$ cat config.mk
export PLATFORM = sky130hd
export DESIGN_NAME = simd_rf_sequencer_flat
export DESIGN_NICKNAME = d
export VERILOG_FILES = /design/src/rtl/simd_rf_sequencer_if.sv /design/src/rtl/simd_rf_sequencer.sv /design/src/flat_wrapper.sv
export SDC_FILE = /design/constraint.sdc
export NUM_CORES = 1
export LEC_CHECK = 0
export CORE_MARGIN = 1.5
export CORE_UTILIZATION = 26
export CTS_BUF_LIST = sky130_fd_sc_hd__clkbuf_4 sky130_fd_sc_hd__clkbuf_8
export CTS_CLUSTER_DIAMETER = 50
export DETAILED_ROUTE_END_ITERATION = 12
export PLACE_DENSITY = 0.41
export SLEW_MARGIN = 20
export SYNTH_ARGS = -nofsm -noshare
export SYNTH_HDL_FRONTEND = slang
export SYNTH_SLANG_ARGS = --single-unit
$ cat constraint.sdc
create_clock -name clk -period 2.83 [get_ports clk]
set_clock_uncertainty 0.2 [all_clocks]
set_input_delay 0.566 -clock clk [delete_from_list [all_inputs] [get_ports clk]]
set_output_delay 0.566 -clock clk [all_outputs]
set_load 0.01 [all_outputs]
$ cat src/rtl/simd_rf_sequencer_if.sv
// Sequencer bus: instruction issue handshake, register-file rs1/rs2 read ports and rd write port.
interface simd_rf_sequencer_if #(
    parameter int DATA_W = 16,
    parameter int ADDR_W = 5
);
    logic              instr_valid;
    logic              instr_ready;
    logic [2:0]        instr_op;
    logic              instr_mode;
    logic [ADDR_W-1:0] instr_src1;
    logic [ADDR_W-1:0] instr_src2;
    logic [ADDR_W-1:0] instr_dst;

    logic [ADDR_W-1:0] rf_rs1;
    logic [ADDR_W-1:0] rf_rs2;
    logic              rf_rs1_rd_en;
    logic              rf_rs2_rd_en;
    logic [DATA_W-1:0] rf_rs1_data;
    logic [DATA_W-1:0] rf_rs2_data;
    logic [ADDR_W-1:0] rf_rd;
    logic [DATA_W-1:0] rf_wr_data;
    logic              rf_rd_wr_en;

    logic              busy;
    logic              done;

    // Sequencer side.
    modport master (
        input  instr_valid, instr_op, instr_mode, instr_src1, instr_src2, instr_dst,
        input  rf_rs1_data, rf_rs2_data,
        output instr_ready,
        output rf_rs1, rf_rs2, rf_rs1_rd_en, rf_rs2_rd_en,
        output rf_rd, rf_wr_data, rf_rd_wr_en,
        output busy, done
    );

    // Issue stage plus register file side.
    modport slave (
        output instr_valid, instr_op, instr_mode, instr_src1, instr_src2, instr_dst,
        output rf_rs1_data, rf_rs2_data,
        input  instr_ready,
        input  rf_rs1, rf_rs2, rf_rs1_rd_en, rf_rs2_rd_en,
        input  rf_rd, rf_wr_data, rf_rd_wr_en,
        input  busy, done
    );
endinterface

$ cat src/rtl/simd_rf_sequencer.sv
// Lane-wise SIMD ALU sequencer over a 16-bit register file (SIMD_SAT_EN: saturating ADD/SUB).
// Latency: accept -> READ -> EXEC -> WB, one instruction per 4 cycles; instr_ready low while busy.
module simd_rf_sequencer #(
    parameter int DATA_W = 16,
    parameter int ADDR_W = 5
) (
    input  logic                  clk,
    input  logic                  rst_n,
    simd_rf_sequencer_if.master   bus
);

    typedef enum logic [1:0] {
        IDLE = 2'd0,
        READ = 2'd1,
        EXEC = 2'd2,
        WB   = 2'd3
    } state_t;

    state_t            state;
    state_t            state_nxt;
    logic              accept;
    logic [2:0]        op_q;
    logic              mode_q;
    logic [ADDR_W-1:0] src1_q;
    logic [ADDR_W-1:0] src2_q;
    logic [ADDR_W-1:0] dst_q;
    logic [DATA_W-1:0] opa_q;
    logic [DATA_W-1:0] opb_q;
    logic [DATA_W-1:0] result_q;
    logic [DATA_W-1:0] alu_res;

    // One lane of up to 8 bits; narrow lanes arrive zero-extended and the caller keeps the low nibble.
    function automatic logic [7:0] lane_op(input logic [2:0] op, input logic narrow,
                                           input logic [7:0] a, input logic [7:0] b);
        logic [7:0] add_r;
        logic [7:0] sub_r;
`ifdef SIMD_SAT_EN
        logic [8:0] sum;
        logic [8:0] dif;
        sum   = {1'b0, a} + {1'b0, b};
        dif   = {1'b0, a} - {1'b0, b};
        add_r = (narrow ? sum[4] : sum[8]) ? 8'hFF : sum[7:0];
        sub_r = dif[8] ? 8'h00 : dif[7:0];
`else
        add_r = narrow ? {4'h0, a[3:0] + b[3:0]} : a + b;
        sub_r = narrow ? {4'h0, a[3:0] - b[3:0]} : a - b;
`endif
        case (op)
            3'b000:  lane_op = add_r;
            3'b001:  lane_op = sub_r;
            3'b010:  lane_op = a & b;
            3'b011:  lane_op = a | b;
            3'b100:  lane_op = a ^ b;
            3'b101:  lane_op = (a < b) ? a : b;
            3'b110:  lane_op = (a > b) ? a : b;
            default: lane_op = a;
        endcase
    endfunction

    always_comb begin
        alu_res = '0;
        if (mode_q) begin
            for (int l = 0; l < 2; l++) begin
                alu_res[l*8 +: 8] = lane_op(op_q, 1'b0, opa_q[l*8 +: 8], opb_q[l*8 +: 8]);
            end
        end else begin
            for (int l = 0; l < 4; l++) begin
                alu_res[l*4 +: 4] = 4'(lane_op(op_q, 1'b1, {4'h0, opa_q[l*4 +: 4]},
                                               {4'h0, opb_q[l*4 +: 4]}));
            end
        end
    end

    assign accept = bus.instr_valid && (state == IDLE);

    always_ff @(posedge clk or negedge rst_n) begin
        if (!rst_n) begin
            state <= IDLE;
        end else begin
            state <= state_nxt;
        end
    end

    always_ff @(posedge clk or negedge rst_n) begin
        if (!rst_n) begin
            op_q     <= '0;
            mode_q   <= 1'b0;
            src1_q   <= '0;
            src2_q   <= '0;
            dst_q    <= '0;
            opa_q    <= '0;
            opb_q    <= '0;
            result_q <= '0;
        end else begin
            if (accept) begin
                op_q   <= bus.instr_op;
                mode_q <= bus.instr_mode;
                src1_q <= bus.instr_src1;
                src2_q <= bus.instr_src2;
                dst_q  <= bus.instr_dst;
            end
            if (state == READ) begin
                opa_q <= bus.rf_rs1_data;
                opb_q <= bus.rf_rs2_data;
            end
            if (state == EXEC) begin
                result_q <= alu_res;
            end
        end
    end

    // Outputs decode from the state register alone, so a reset in WB kills the write at once.
    always_comb begin
        state_nxt        = state;
        bus.instr_ready  = 1'b0;
        bus.rf_rs1       = '0;
        bus.rf_rs2       = '0;
        bus.rf_rs1_rd_en = 1'b0;
        bus.rf_rs2_rd_en = 1'b0;
        bus.rf_rd        = '0;
        bus.rf_wr_data   = '0;
        bus.rf_rd_wr_en  = 1'b0;
        bus.done         = 1'b0;
        bus.busy         = (state != IDLE);
        case (state)
            IDLE: begin
                bus.instr_ready = 1'b1;
                if (bus.instr_valid) begin
                    state_nxt = READ;
                end
            end
            READ: begin
                bus.rf_rs1       = src1_q;
                bus.rf_rs2       = src2_q;
                bus.rf_rs1_rd_en = 1'b1;
                bus.rf_rs2_rd_en = 1'b1;
                state_nxt        = EXEC;
            end
            EXEC: begin
                state_nxt = WB;
            end
            WB: begin
                bus.rf_rd       = dst_q;
                bus.rf_wr_data  = result_q;
                bus.rf_rd_wr_en = (dst_q != '0);
                bus.done        = 1'b1;
                state_nxt       = IDLE;
            end
            default: begin
                state_nxt = IDLE;
            end
        endcase
    end

endmodule
$ cat src/flat_wrapper.sv
// flat-port wrapper written by rule: the top's interface ports become plain ports
module simd_rf_sequencer_flat 
#(
    parameter int DATA_W = 16,
    parameter int ADDR_W = 5
)
  (clk, rst_n, bus_instr_valid, bus_instr_op, bus_instr_mode, bus_instr_src1, bus_instr_src2, bus_instr_dst, bus_rf_rs1_data, bus_rf_rs2_data, bus_instr_ready, bus_rf_rs1, bus_rf_rs2, bus_rf_rs1_rd_en, bus_rf_rs2_rd_en, bus_rf_rd, bus_rf_wr_data, bus_rf_rd_wr_en, bus_busy, bus_done);
  simd_rf_sequencer_if #(.DATA_W(DATA_W), .ADDR_W(ADDR_W)) bus_i ();
  input  logic clk;
  input  logic rst_n;
  input wire logic [$bits(bus_i.instr_valid)-1:0] bus_instr_valid;
  input wire logic [$bits(bus_i.instr_op)-1:0] bus_instr_op;
  input wire logic [$bits(bus_i.instr_mode)-1:0] bus_instr_mode;
  input wire logic [$bits(bus_i.instr_src1)-1:0] bus_instr_src1;
  input wire logic [$bits(bus_i.instr_src2)-1:0] bus_instr_src2;
  input wire logic [$bits(bus_i.instr_dst)-1:0] bus_instr_dst;
  input wire logic [$bits(bus_i.rf_rs1_data)-1:0] bus_rf_rs1_data;
  input wire logic [$bits(bus_i.rf_rs2_data)-1:0] bus_rf_rs2_data;
  output wire logic [$bits(bus_i.instr_ready)-1:0] bus_instr_ready;
  output wire logic [$bits(bus_i.rf_rs1)-1:0] bus_rf_rs1;
  output wire logic [$bits(bus_i.rf_rs2)-1:0] bus_rf_rs2;
  output wire logic [$bits(bus_i.rf_rs1_rd_en)-1:0] bus_rf_rs1_rd_en;
  output wire logic [$bits(bus_i.rf_rs2_rd_en)-1:0] bus_rf_rs2_rd_en;
  output wire logic [$bits(bus_i.rf_rd)-1:0] bus_rf_rd;
  output wire logic [$bits(bus_i.rf_wr_data)-1:0] bus_rf_wr_data;
  output wire logic [$bits(bus_i.rf_rd_wr_en)-1:0] bus_rf_rd_wr_en;
  output wire logic [$bits(bus_i.busy)-1:0] bus_busy;
  output wire logic [$bits(bus_i.done)-1:0] bus_done;
  assign bus_i.instr_valid = bus_instr_valid;
  assign bus_i.instr_op = bus_instr_op;
  assign bus_i.instr_mode = bus_instr_mode;
  assign bus_i.instr_src1 = bus_instr_src1;
  assign bus_i.instr_src2 = bus_instr_src2;
  assign bus_i.instr_dst = bus_instr_dst;
  assign bus_i.rf_rs1_data = bus_rf_rs1_data;
  assign bus_i.rf_rs2_data = bus_rf_rs2_data;
  assign bus_instr_ready = bus_i.instr_ready;
  assign bus_rf_rs1 = bus_i.rf_rs1;
  assign bus_rf_rs2 = bus_i.rf_rs2;
  assign bus_rf_rs1_rd_en = bus_i.rf_rs1_rd_en;
  assign bus_rf_rs2_rd_en = bus_i.rf_rs2_rd_en;
  assign bus_rf_rd = bus_i.rf_rd;
  assign bus_rf_wr_data = bus_i.rf_wr_data;
  assign bus_rf_rd_wr_en = bus_i.rf_rd_wr_en;
  assign bus_busy = bus_i.busy;
  assign bus_done = bus_i.done;
  simd_rf_sequencer #(.DATA_W(DATA_W), .ADDR_W(ADDR_W)) u_core (.clk(clk), .rst_n(rst_n), .bus(bus_i));
endmodule
==> out/metrics.csv <==
metric,value,unit
final_area,9480,µm²
vias_per_cell,5.09,
grt_pass1_wl,39000,µm
vias,6780,
design_power_total,14.7,mW
synth_edf_count,0,
die_width,163,µm
syn_nets,910,
syn_inst,791,
place_area,8820,µm²
ys_seq_elements,69,
fin_cells,1331,
period_share,101,%
die_h,163,µm
cts-root-buf,clkbuf_8,
io-pin-count,91,
hpwlAfterDp,19000,µm
grt_max_degree,42,
drc,0,
routed_wl,25300,µm
min-delay-start,u_core.src1_q[3],
place_congestion,0.922,
fin_crit,2860,ps
hold_violations,0,
peakVddDrop,0.453,mV
place_ws,-93.1,ps
crit_chain,"buf_4, ha_1, fa_1, a21oi_1, o21bai_1, a221o_1, a22oi_1, o221a_2, o221ai_2",
finalSetupTns,-63.3,ps
end_kind,register,
maxCapViolations,0,
p_leak,4.05,nW
post-route-util,37.8,%
worstSkewPairLatency,380,ps
min_to,u_core.src1_q[3],
antenna_found_initial,0,
port_buffers,90,
die-area,26600,µm²
clkPwrFrac,6.2,%
hold-worst-slack,306,ps
p_comb_share,81.0,%
status,finished with violations,
syn-cell-area,6650,µm²
std_cell_rows,58,
nNetsFinal,1115,
worstPathArrival,2920,ps
critPathMaxStageDelay,470,ps
maxSlewHeadroom,40.9,%
drt_iter0_markers,431,
wl_per_cell,19.0,µm
ys_seq_area_share,26.0,%
cts_tree,built,
fp.coreArea,25100,µm²
rrSetupSlack,-30,ps
grt-ovfl-total,0,
drv_slew,0,
initial_utilization,26.5,%
cp_slowest_cell,fa_1,
violations,negative setup slack,
p_seq_share,12.8,%
clockBufferDepth,2,
dr.pass1.iters,5,
syn2layout_area_growth,42.6,%
clock.fmax,349,MHz
drive_gt1_share,27.1,%
rr_endpoint,u_core.result_q[12],
setup_viol,3,
h-tree-depth,3,
antenna_cells,0,
grt_pass1_vias,6800,
critPathKind,reg2reg,
grt.total_usage,19.3,%
rsz0062_at_grt,true,
cp-start-kind,register,
hold_class,reg2reg,
cts_buffers,9,
rr_startpoint,u_core.opa_q[8],
numPlacedInstances,1296,
synth.avg_cell_area,8.41,µm²
switching_power,7.12,mW
fin_ws,-33.9,ps
yosysWarnings,0,
reg2reg_depth,9,
p_sw_share,48.4,%
cts_num_sinks,69,
clk_pin_slew,90,ps
worstPathRequired,2880,ps
powerDensity,1550,nW/µm²
synth.distinct_cells,78,
hold_depth,1,
async_flop_share,100,%
internal_power,7.60,mW
drtAntennaViolNets,0,
path_max_fanout,3,
synthFlopType,dfrtp_1,
worst_pin_slew,883,ps
==> power groups by stage <==
stage | clock [mW] | combinational [mW] | sequential (mW)
floorplan | 0 | 6.37 | 1.89
detailed placement | 0 | 10.8 | 1.89
global route | 0.986 | 12.9 | 1.96
global placement | 0 | 10.9 | 1.88
CTS | 0.959 | 11.2 | 1.87
finish | 0.919 | 11.9 | 1.88
==> layout make-up <==
cell class | instances | area [µm²]
Tap cell | 330 | 413
Clock inverter | 6 | 70.1
Inverter | 62 | 239
Sequential cell | 69 | 1730
Clock buffer | 10 | 138
Timing Repair Buffer | 245 | 2160
Multi-Input combinational cell | 609 | 4740
Fill cell | 2677 | 15600
==> what timing repair did <==
action / in CTS / in global routing
cloned: 0 / 0
pin swaps: 7 / 29
hold endpoints to repair: 13 / 0
hold buffers: 1 / 0
resized for setup: 16 / 58
endpoints found under the setup margin: 11 / 41
buffers inserted: 3 / 15
==> metal layers <==
metal | track usage, % | wire length [µm] | part of all wire, %
met1 | 25.6 | 11400 | 45
met3 | 2.19 | 947 | 3.7
met2 | 32.4 | 12300 | 49
met5 | 0 | 0 | 0
met4 | 6.42 | 629 | 2.5
==> cells in the mapped netlist, drive strengths merged (4+ instances only) <==
master	instances	area (µm²)
o21bai	9	67.6
and2	34	213
o31ai	4	30.0
or3	5	31.3
o21ai	76	392
nor4	5	46.3
o22ai	6	37.5
a22oi	13	97.6
o211ai	14	119
nor2	44	165
a221o	9	90.1
or2	5	31.3
or4	4	30.0
dfrtp	69	1730
nor3	6	30.0
nand2b	10	62.6
a21oi	48	240
ha	57	713
a211oi	6	55.1
o221ai	12	105
mux2i	25	250
inv	60	225
clkbuf	36	135
buf	15	82.6
a31oi	8	65.1
nor2b	10	62.6
xnor2	8	70.1
nand2	76	285
mux2	23	263
a221oi	14	129
fa	8	160
nand3	11	60.1
a21o	7	52.6
==> registers in the layout, summed over array words and instances (netlist names) <==
name             flops
u_core.opa_q        16
u_core.dst_q         5
u_core.mode_q        1
u_core.opb_q        16
u_core.src2_q        5
u_core.result_q     16
u_core.src1_q        5
u_core.state         2
u_core.op_q          3
==> worst max-delay path by stage <==
stage | from | endpoint | slack (ps) | depth (start not counted)
after global placement | u_core.opa_q[12] | u_core.result_q[12] | -60 | 8
after global routing | u_core.opa_q[8] | u_core.result_q[15] | -110 | 11
after CTS | u_core.opa_q[8] | u_core.result_q[15] | -8 | 11
after floorplan | u_core.opb_q[5] | u_core.result_q[2] | -0.9 | 10
after detailed placement | u_core.opa_q[0] | u_core.result_q[4] | -90 | 11
final | u_core.opa_q[8] | u_core.result_q[12] | -30 | 9
==> cells by family after synthesis <==
kind of cell	synth area share (%)
fa+ha+maj	13.1
compound gates	27.4
flops	26.0
buf+inv	6.77
mux	8.73
simple gates	16.8
xor+xnor	1.19
==> placed cells by master, fill, tap and decap left out, types with 5 or more instances in the layout <==
cell type / instances
a21o_1: 7
a21oi_1: 45
a221o_1: 9
a221oi_1: 12
a22oi_1: 12
a31oi_1: 7
and2_1: 34
buf_12: 6
buf_4: 144
buf_6: 5
clkbuf_8: 10
clkdlybuf4s50_1: 89
dfrtp_1: 66
ha_1: 45
ha_4: 8
inv_1: 47
inv_2: 12
mux2_2: 21
mux2i_1: 24
nand2_1: 76
nand2b_1: 10
nand3_1: 10
nor2_1: 43
nor2b_1: 9
nor3_1: 6
o211ai_1: 13
o21ai_0: 68
o21ai_1: 5
o21bai_1: 8
o221ai_1: 10
or3_1: 5
xnor2_1: 8
==> critical path: cells and delay by family (launching register included) <==
kind            cells  cell delay, ps
flops               1             400
fa+ha+maj           2             680
buf+inv             1             140
compound gates      6            1330
No activity file was read; power rests on OpenSTA's default activity.
